[src/rtl/apb_pkg.sv]
// Shared APB definitions: bus widths common to master and slave, response codes
// and the slave FSM state encoding.
package apb_pkg;

    localparam int APB_ADDR_WIDTH = 9;
    localparam int APB_DATA_WIDTH = 8;

    localparam logic RESP_OKAY   = 1'b0;
    localparam logic RESP_SLVERR = 1'b1;

    typedef enum logic [1:0] {
        IDLE = 2'd0,
        WAIT = 2'd1,
        RESP = 2'd2
    } apb_state_e;

endpackage

[src/rtl/apb_slave_mem_if.sv]
// APB bus bundle between one master and one slave.
interface apb_slave_mem_if
    import apb_pkg::*;
#(
    parameter int ADDR_WIDTH = APB_ADDR_WIDTH,
    parameter int DATA_WIDTH = APB_DATA_WIDTH
);

    logic                  psel;
    logic                  penable;
    logic                  pwrite;
    logic [ADDR_WIDTH-1:0] paddr;
    logic [DATA_WIDTH-1:0] pwdata;
    logic [DATA_WIDTH-1:0] prdata;
    logic                  pready;
    logic                  pslverr;

    modport master (
        output psel, penable, pwrite, paddr, pwdata,
        input  prdata, pready, pslverr
    );

    modport slave (
        input  psel, penable, pwrite, paddr, pwdata,
        output prdata, pready, pslverr
    );

endinterface

[src/rtl/apb_slave_regfile.sv]
// DEPTH x DATA_WIDTH storage: synchronous write, asynchronous read, no reset.
module apb_slave_regfile #(
    parameter int DEPTH      = 256,
    parameter int DATA_WIDTH = 8,
    parameter int IDX_W      = 8
) (
    input  logic                  pclk,
    input  logic                  we_i,
    input  logic [IDX_W-1:0]      waddr_i,
    input  logic [DATA_WIDTH-1:0] wdata_i,
    input  logic [IDX_W-1:0]      raddr_i,
    output logic [DATA_WIDTH-1:0] rdata_o
);

    logic [DATA_WIDTH-1:0] mem_q [DEPTH];

    always_ff @(posedge pclk) begin
        if (we_i) begin
            mem_q[waddr_i] <= wdata_i;
        end
    end

    assign rdata_o = mem_q[raddr_i];

endmodule

[src/rtl/apb_slave_mem.sv]
// APB slave with a fixed number of wait states in front of a register file;
// out-of-range addresses and access phases without a setup return PSLVERR.
module apb_slave_mem
    import apb_pkg::*;
#(
    parameter int ADDR_WIDTH  = APB_ADDR_WIDTH,
    parameter int DATA_WIDTH  = APB_DATA_WIDTH,
    parameter int DEPTH       = 256,
    parameter int WAIT_STATES = 2
) (
    input  logic           pclk,
    input  logic           preset,
    apb_slave_mem_if.slave bus
);

    localparam int IDX_W = (DEPTH > 1) ? $clog2(DEPTH) : 1;

    localparam logic [1:0] S_IDLE = 2'(IDLE);
    localparam logic [1:0] S_WAIT = 2'(WAIT);
    localparam logic [1:0] S_RESP = 2'(RESP);

    localparam logic [3:0] CNT_INIT = 4'((WAIT_STATES == 0) ? 0 : WAIT_STATES - 1);

    logic [1:0]            state_q, state_d;
    logic [3:0]            cnt_q, cnt_d;
    logic [ADDR_WIDTH-1:0] addr_q, addr_d;
    logic [DATA_WIDTH-1:0] wdata_q, wdata_d;
    logic                  write_q, write_d;
    logic                  err_q, err_d;
    logic [DATA_WIDTH-1:0] prdata_q, prdata_d;
    logic                  pready_q, pready_d;
    logic                  pslverr_q, pslverr_d;
    logic                  enterResp;
    logic                  memWe;
    logic [DATA_WIDTH-1:0] memRdata;

    always_comb begin
        state_d   = state_q;
        cnt_d     = cnt_q;
        addr_d    = addr_q;
        wdata_d   = wdata_q;
        write_d   = write_q;
        err_d     = err_q;
        enterResp = 1'b0;

        case (state_q)
            S_IDLE: begin
                if (bus.psel && !bus.penable) begin
                    addr_d  = bus.paddr;
                    wdata_d = bus.pwdata;
                    write_d = bus.pwrite;
                    err_d   = (32'(bus.paddr) >= DEPTH);
                    if (WAIT_STATES == 0) begin
                        state_d   = S_RESP;
                        enterResp = 1'b1;
                    end else begin
                        state_d = S_WAIT;
                        cnt_d   = CNT_INIT;
                    end
                end else if (bus.psel && bus.penable) begin
                    // Access phase without setup: error out, latch nothing.
                    err_d     = 1'b1;
                    state_d   = S_RESP;
                    enterResp = 1'b1;
                end
            end
            S_WAIT: begin
                if (!bus.psel) begin
                    state_d = S_IDLE;
                end else if (cnt_q == 4'd0) begin
                    state_d   = S_RESP;
                    enterResp = 1'b1;
                end else begin
                    cnt_d = cnt_q - 4'd1;
                end
            end
            default: begin
                state_d = S_IDLE;
            end
        endcase

        // Read data is looked up with the next-state fields so a zero-wait
        // read can respond straight from the setup edge.
        pready_d  = enterResp;
        pslverr_d = (enterResp && err_d) ? RESP_SLVERR : RESP_OKAY;
        prdata_d  = (enterResp && !write_d && !err_d) ? memRdata : '0;
    end

    assign memWe = (state_q == S_RESP) && write_q && !err_q && !preset;

    always_ff @(posedge pclk) begin
        if (preset) begin
            state_q   <= S_IDLE;
            cnt_q     <= '0;
            addr_q    <= '0;
            wdata_q   <= '0;
            write_q   <= 1'b0;
            err_q     <= 1'b0;
            prdata_q  <= '0;
            pready_q  <= 1'b0;
            pslverr_q <= 1'b0;
        end else begin
            state_q   <= state_d;
            cnt_q     <= cnt_d;
            addr_q    <= addr_d;
            wdata_q   <= wdata_d;
            write_q   <= write_d;
            err_q     <= err_d;
            prdata_q  <= prdata_d;
            pready_q  <= pready_d;
            pslverr_q <= pslverr_d;
        end
    end

    apb_slave_regfile #(
        .DEPTH      (DEPTH),
        .DATA_WIDTH (DATA_WIDTH),
        .IDX_W      (IDX_W)
    ) u_regfile (
        .pclk    (pclk),
        .we_i    (memWe),
        .waddr_i (addr_q[IDX_W-1:0]),
        .wdata_i (wdata_q),
        .raddr_i (addr_d[IDX_W-1:0]),
        .rdata_o (memRdata)
    );

    assign bus.prdata  = prdata_q;
    assign bus.pready  = pready_q;
    assign bus.pslverr = pslverr_q;

endmodule

[src/flat_wrapper.sv]
// flat-port wrapper written by rule: the top's interface ports become plain ports
module apb_slave_mem_flat import apb_pkg::*;
#(
    parameter int ADDR_WIDTH  = APB_ADDR_WIDTH,
    parameter int DATA_WIDTH  = APB_DATA_WIDTH,
    parameter int DEPTH       = 256,
    parameter int WAIT_STATES = 2
)
  (pclk, preset, bus_psel, bus_penable, bus_pwrite, bus_paddr, bus_pwdata, bus_prdata, bus_pready, bus_pslverr);
  apb_slave_mem_if #(.ADDR_WIDTH(ADDR_WIDTH), .DATA_WIDTH(DATA_WIDTH)) bus_i ();
  input  logic pclk;
  input  logic preset;
  input wire logic [$bits(bus_i.psel)-1:0] bus_psel;
  input wire logic [$bits(bus_i.penable)-1:0] bus_penable;
  input wire logic [$bits(bus_i.pwrite)-1:0] bus_pwrite;
  input wire logic [$bits(bus_i.paddr)-1:0] bus_paddr;
  input wire logic [$bits(bus_i.pwdata)-1:0] bus_pwdata;
  output wire logic [$bits(bus_i.prdata)-1:0] bus_prdata;
  output wire logic [$bits(bus_i.pready)-1:0] bus_pready;
  output wire logic [$bits(bus_i.pslverr)-1:0] bus_pslverr;
  assign bus_i.psel = bus_psel;
  assign bus_i.penable = bus_penable;
  assign bus_i.pwrite = bus_pwrite;
  assign bus_i.paddr = bus_paddr;
  assign bus_i.pwdata = bus_pwdata;
  assign bus_prdata = bus_i.prdata;
  assign bus_pready = bus_i.pready;
  assign bus_pslverr = bus_i.pslverr;
  apb_slave_mem #(.ADDR_WIDTH(ADDR_WIDTH), .DATA_WIDTH(DATA_WIDTH), .DEPTH(DEPTH), .WAIT_STATES(WAIT_STATES)) u_core (.pclk(pclk), .preset(preset), .bus(bus_i));
endmodule
[config.mk]
export PLATFORM = sky130hd
export DESIGN_NAME = apb_slave_mem_flat
export DESIGN_NICKNAME = d
export VERILOG_FILES = /design/src/rtl/apb_pkg.sv /design/src/rtl/apb_slave_mem_if.sv /design/src/rtl/apb_slave_regfile.sv /design/src/rtl/apb_slave_mem.sv /design/src/flat_wrapper.sv
export SDC_FILE = /design/constraint.sdc
export NUM_CORES = 2
export LEC_CHECK = 0
export ABC_AREA = 1
export BUFFER_PORTS_ARGS = -buffer_cell sky130_fd_sc_hd__buf_2
export CORE_ASPECT_RATIO = 1.75
export CORE_MARGIN = 4
export CORE_UTILIZATION = 60
export DETAILED_ROUTE_END_ITERATION = 6
export PLACE_DENSITY = 0.76
export SETUP_SLACK_MARGIN = 0.02
export SLEW_MARGIN = 5
export SYNTH_ARGS = -nofsm -noshare
export SYNTH_HDL_FRONTEND = slang
export SYNTH_HIERARCHICAL = 1
export SYNTH_SLANG_ARGS = --single-unit
[constraint.sdc]
create_clock -name pclk -period 5.1 [get_ports pclk]
set_input_delay 0 -clock pclk [delete_from_list [all_inputs] [get_ports pclk]]
set_output_delay 0 -clock pclk [all_outputs]
set_load 0.02 [all_outputs]
# Word level (Yosys, flattened, before mapping)
# Memories as Yosys holds them, arrays and structs flattened. A register that Yosys moved wholly into a read port is not among the register bits.
# Cells that the tools add are included.
# Widths: inputs -> output; s select.
# classes
div_mod_pow,0
n_reduce_logical,20
n_eq_ne,7
n_addsub,1
mul,0
n_shift,0
bitwise,1
muxes,24
order_cmp,1
# op_table
cell,count
$mux 8,2
$mux 1,12
$mux 4,3
$ge 9x9->1 const B,1
$logic_and 1x1->1,8
$mux 2,4
$pmux 4 s2,1
$logic_not 1->1,5
$logic_not 4->1,1
$ne 2x2->1 const B,2
$pmux 2 s2,1
$reduce_and 2->1,2
$reduce_and 4->1,1
$sub 4x1->4 const B,1
$ne 3x1->1 const B,1
$ne 3x2->1 const B,1
$eq 2x1->1 const B,1
$eq 2x2->1 const B,1
$logic_not 2->1,1
$ne 2x1->1 const B,1
$pmux 1 s2,1
$reduce_bool 2->1,1
$reduce_or 2->1,1
$not 1->1,1
# word_totals
input_bits,22
register_bits,26
out_inout_bits,10
rom_bits,0
latchBits,0
word_cells,63
n_memories,1
ramBits,2048
# memory_table
memory,depth,width,rd,rd_ports_with_merged_regs,write_ports,line,text
u_core.u_regfile.mem_q,256,8,1,1,1,apb_slave_regfile.sv:15,logic [DATA_WIDTH-1:0] mem_q [DEPTH];

# Depth between registers and ports, before layout
# logic_depth
ltp_word,9
depth_mapped,23

# Cells and area by module
# Netlist, hierarchy kept.
# modules_own_cells
mod,cells_each,n_inst,area_per_inst_um2
apb_slave_regfile,6995,1,83236.1
apb_slave_mem,179,1,1417.6

# Worst setup path before layout
# Ideal clock, no wire load.
# synth_timing
path_kind,register to register
from,reg u_core.wdata_q[0]
to,"mem u_core.u_regfile.mem_q[0][0], data pin"
arrival_ns,3.398
stages_incl_launch_ff,1
synth_period_minus_slack_ns,4.253
path_buffers,0
setup_time_ns,0.856
setup_slack_ns,0.847
path_cell_list,dfxtp_1
# synth_rtl
element,line,text
start: declaration,apb_slave_mem.sv:27,"logic [DATA_WIDTH-1:0] wdata_q, wdata_d;"
start signal: assignment,apb_slave_mem.sv:106,wdata_q <= wdata_d;
end: declaration,apb_slave_regfile.sv:15,
# Straight into the memory's write port.

# Final worst setup path
# layout_timing
from,reg u_core.state_q[1]
to,"reg u_core.prdata_q[5] (netlist: u_core/bus.prdata[5]), read port of u_core.u_regfile.mem_q"
# layout_rtl
element,line,text
start: declaration,apb_slave_mem.sv:24,"logic [1:0] state_q, state_d;"
start signal: assignment,apb_slave_mem.sv:103,state_q <= state_d;
$logic_not 2->1,apb_slave_mem.sv:46,case (state_q)
$mux 8,apb_slave_mem.sv:46,
net u_core.addr_d[1],apb_slave_mem.sv:26,"logic [ADDR_WIDTH-1:0] addr_q, addr_d;"
end: declaration,apb_slave_mem.sv:30,"logic [DATA_WIDTH-1:0] prdata_q, prdata_d;"
# The timed path passes the listed nets, and every way through them passes these cells.
# A chain may end at the register's enable or synchronous reset.

==> impl_results.md <==
* Sequential power share at a little over half
* Pin count of the biggest net entering global routing at 161
* FF+latch count, synth at roughly 2.1k
* Share of cells above drive strength 1 at 5.92%
* Final min period at about 4.8 ns
* Row count at 182
* Initial antenna violation count at 6
* DRC at 2
* Design area at 91,900 µm²
* Avg Inst Size Synth at around 12 µm²
* Critical Path AT at ~5.5 ns
* Max-Cap Viols at 0
* H-tree levels at 4
* I/O Buffers at 31
* Setup TNS Final at 0 ns
* Switching share of power at approximately a quarter
* Hold EP: u_core/addr_q[4]
* Nets at 7,063
* Routed WL per cell at between 20 and 30 µm
* First-iteration detailed-routing DRC count at a little under 8k
* DR vias at around 57k
* Worst VDD drop at around 0.00043 V
* Post-Layout Cell Count at roughly 9k
* Most frequent cells in the layout: nand2_1, edfxtp_1, nand3_1
* Fmax at about 0.21 GHz
* Tcrit/Tclk final at a little over nine tenths
* Height of the chip at a little over 500 µm
* Post-Route Utilization at 65.5%
* Most used cell, CP: nand3_1
* Worst slew margin at approximately a quarter
* Clk pin slew, worst setup/hold paths at around 0.070 ns
* Req. time, crit path at around 5.8 ns
* Number of routed nets with antenna violations at 0
* Post-Syn Instances at approximately 7.2k
* Final Hold Viols at 0
* Slew Viols, Final at 0
* Main synth FF type: edfxtp_1
* First-pass GRT wire length at ~340,000 µm
* Crit path max fanout at 98
* Dpl hpwl at 134,000 µm
* Pre-antenna DRT Iters at 7
* Violations in the final reports: design-rule violations
* Most common cell after layout, fill and taps aside: nand2_1
* P_leak at ~33 nW
* Overflow after GRT at 0
* RR Endpoint: u_core/bus.prdata[5]
* Hold depth at 3
* Worst-Margin Slew at about 1.1 ns
* RePlAce Congestion at between 0.9 and 1
* Fillcell total at between 9k and 10k
* Synth warnings at 6
* Clk_skew at around 0.03 ns
* Clock power share at around 36%
* Worst Path Buf+Inv at 5
* GRT Total Usage at around 30%
* Starting Density at 60.3%
* Clock Tree Root: clkbuf_16
* CTS tree: built
* Crit path capture type: register
* Placed inst area at 86,000 µm²
* Cell Int Power at 27.0 mW
* Maximum clock insertion buffer count at 3
* Cell Area, Synth at approximately 85,000 µm²
* Power per cell area at between 300 and 400 nW/µm²
* Worst skew pair latency at 0.80 ns
* Setup repair after global routing missed its margin: false
* Combinational power share at 11.1%
* FF-to-FF setup slack at just over 0.3 ns
* Status: finished with violations
* Post-synth EDFFs at slightly above 2k
* Vias per cell at 6.28
* Hold Path Class: primary input to register
* Crit Reg-Reg Startpoint: u_core/state_q[1]
* Setup bufs post-CTS at 0
* Die area at about 150,000 µm²
* Crit path cell chain: inv_1 -> nand2_2 -> nor2_4 -> or2_2 -> o21ai_0 -> inv_8 -> buf_12 -> buf_4 -> nand3_1 -> nand3_1 -> nand3_1 -> nand3_1 -> nand3_1 -> nand3_1 -> nand2_1 -> nand2_1 -> nand2_1 -> inv_1 -> nor3_2
* CTS sink cnt at between 2k and 2.5k
* Die width at a little under 300 µm
* Cell variety after synth at 29
* Cells on worst reg2reg path at 19
* Hold_sp: preset
* Crit start category: register
* Crit Path Class: register to register
* Vias in the first global route at 55.2k
* Sequential share of the synthesized area at about three quarters
* Switch Pwr at 8.97 mW
* Placed Cells at 8,660
* Crit-path slowest cell: buf_4
* Asr flop ratio synth at 0%
* Slowest stage delay, CP at approximately 0.51 ns
* Core Area at approximately 140,000 µm²
* Syn Nets at 7,198
* Area growth from synthesis to layout at 8.59%
* Top Family by Delay on Critical Path: simple AND/OR/NAND/NOR gates
* Total CTS buffers at about 170
* Setup violators final at 0
* I/O Pins at 32
* Routed WL at between 200,000 and 250,000 µm
-- worst max path at each step --
stage / startpoint / endpoint / slack [ns] / cells after the start
4_1_cts: u_core/state_q[0] / u_core/bus.prdata[6] / 0.30 / 18
6_report: u_core/state_q[1] / u_core/bus.prdata[5] / 0.31 / 19
5_1_grt: u_core/state_q[1] / u_core/bus.prdata[5] / 0.13 / 19
3_3_place_gp: u_core/state_q[0] / u_core/bus.prdata[6] / 0.27 / 18
2_1_floorplan: u_core/wdata_q[0] / u_core/u_regfile/mem_q[0][0] / 0.85 / 0
3_5_place_dp: u_core/state_q[0] / u_core/bus.prdata[6] / 0.31 / 18
-- metrics by stage --
stage,hold WS (ns),power [mW],worst slack (ns)
floorplan,0.143,21.9,0.847
global placement,0.254,23.2,0.275
detailed placement,0.272,23.2,0.314
CTS,0.158,36.0,0.295
global route,0.204,37.0,0.132
finish,0.200,36.0,0.305
-- worst register-to-register path: stages, from the launching register on --
cell and delay [ns]:
dfxtp_1 0.32, inv_1 0.10, nand2_2 0.08, nor2_4 0.40, or2_2 0.21, o21ai_0 0.24
inv_8 0.48, buf_12 0.45, buf_4 0.60, nand3_1 0.19, nand3_1 0.11, nand3_1 0.17
nand3_1 0.19, nand3_1 0.20, nand3_1 0.41, nand2_1 0.18, nand2_1 0.16, nand2_1 0.08
inv_1 0.06, nor3_2 0.04
-- layout make-up --
class	count	area, µm²	area share, %
sequential	2082	62200	67.7
multi-input combinational	4533	19700	21.5
clock buffer	215	4580	4.98
tap	1840	2300	2.50
timing repair buffer	183	1880	2.04
clock inverter	95	902	0.981
inverter	70	322	0.350
antenna	5	12.5	0.0136
-- power by group through the flow --
stage          Sequential [mW]  Clock [mW]  Combinational [mW]
2_1_floorplan             19.5           0                2.38
3_3_place_gp              19.4           0                3.81
3_5_place_dp              19.4           0                3.86
4_1_cts                   19.0        13.1                3.92
5_1_grt                   19.0        13.8                4.26
6_report                  19.0        13.0                4.01
-- synthesized netlist by cell type, types with 2 or more instances --
master    instances  area share, %
buf_2           269            1.6
inv_2             3          0.013
nor3_2            9           0.11
nor2_1          319            1.4
or2_2             7          0.052
nand3_1        2024             12
edfxtp_1       2048             73
buf_6            18           0.24
ha_1              2          0.030
buf_1            40           0.18
buf_4            47           0.42
dfxtp_1          34           0.80
inv_1            66           0.29
nand2_1        2137            9.5
a21oi_1           4          0.024
clkbuf_1        114           0.51
nor3_1            2          0.012
nand2_2           5          0.037
o21ai_0          16          0.095
-- logic make-up after synthesis --
kind of cell / count (synthesis) / share of synthesized area, %
buffers and inverters: 559 / 3.26
AOI/OAI and AO/OA: 21 / 0.129
xor gates and xnor gates: 1 / 0.0103
adders and majority gates: 2 / 0.0296
and+or+nand+nor: 4509 / 23.1
DFF: 2082 / 73.5
-- flip-flops by register name, summed over array words and instances, names as in the netlist --
signal	flops
u_core/state_q	2
u_core/bus.pready	1
u_core/wdata_q	8
u_core/bus.pslverr	1
u_core/addr_q	8
u_core/err_q	1
u_core/bus.prdata	8
u_core/cnt_q	4
u_core/u_regfile/mem_q	2048
u_core/write_q	1
-- timing repair --
action,in CTS,in global routing
resized for setup,0,1
endpoints found under the hold margin,32,0
endpoints found under the setup margin,0,2
hold buffers,48,0
-- metal layers --
metal	track usage [%]	up-vias	wire length [µm]
met4	22.5	2	20200
met3	5.00	862	20500
met2	50.8	3401	114000
met5	0	-	10
li1	-	25100	-
met1	35.6	27300	73900
(Power assumes the default switching activity.)
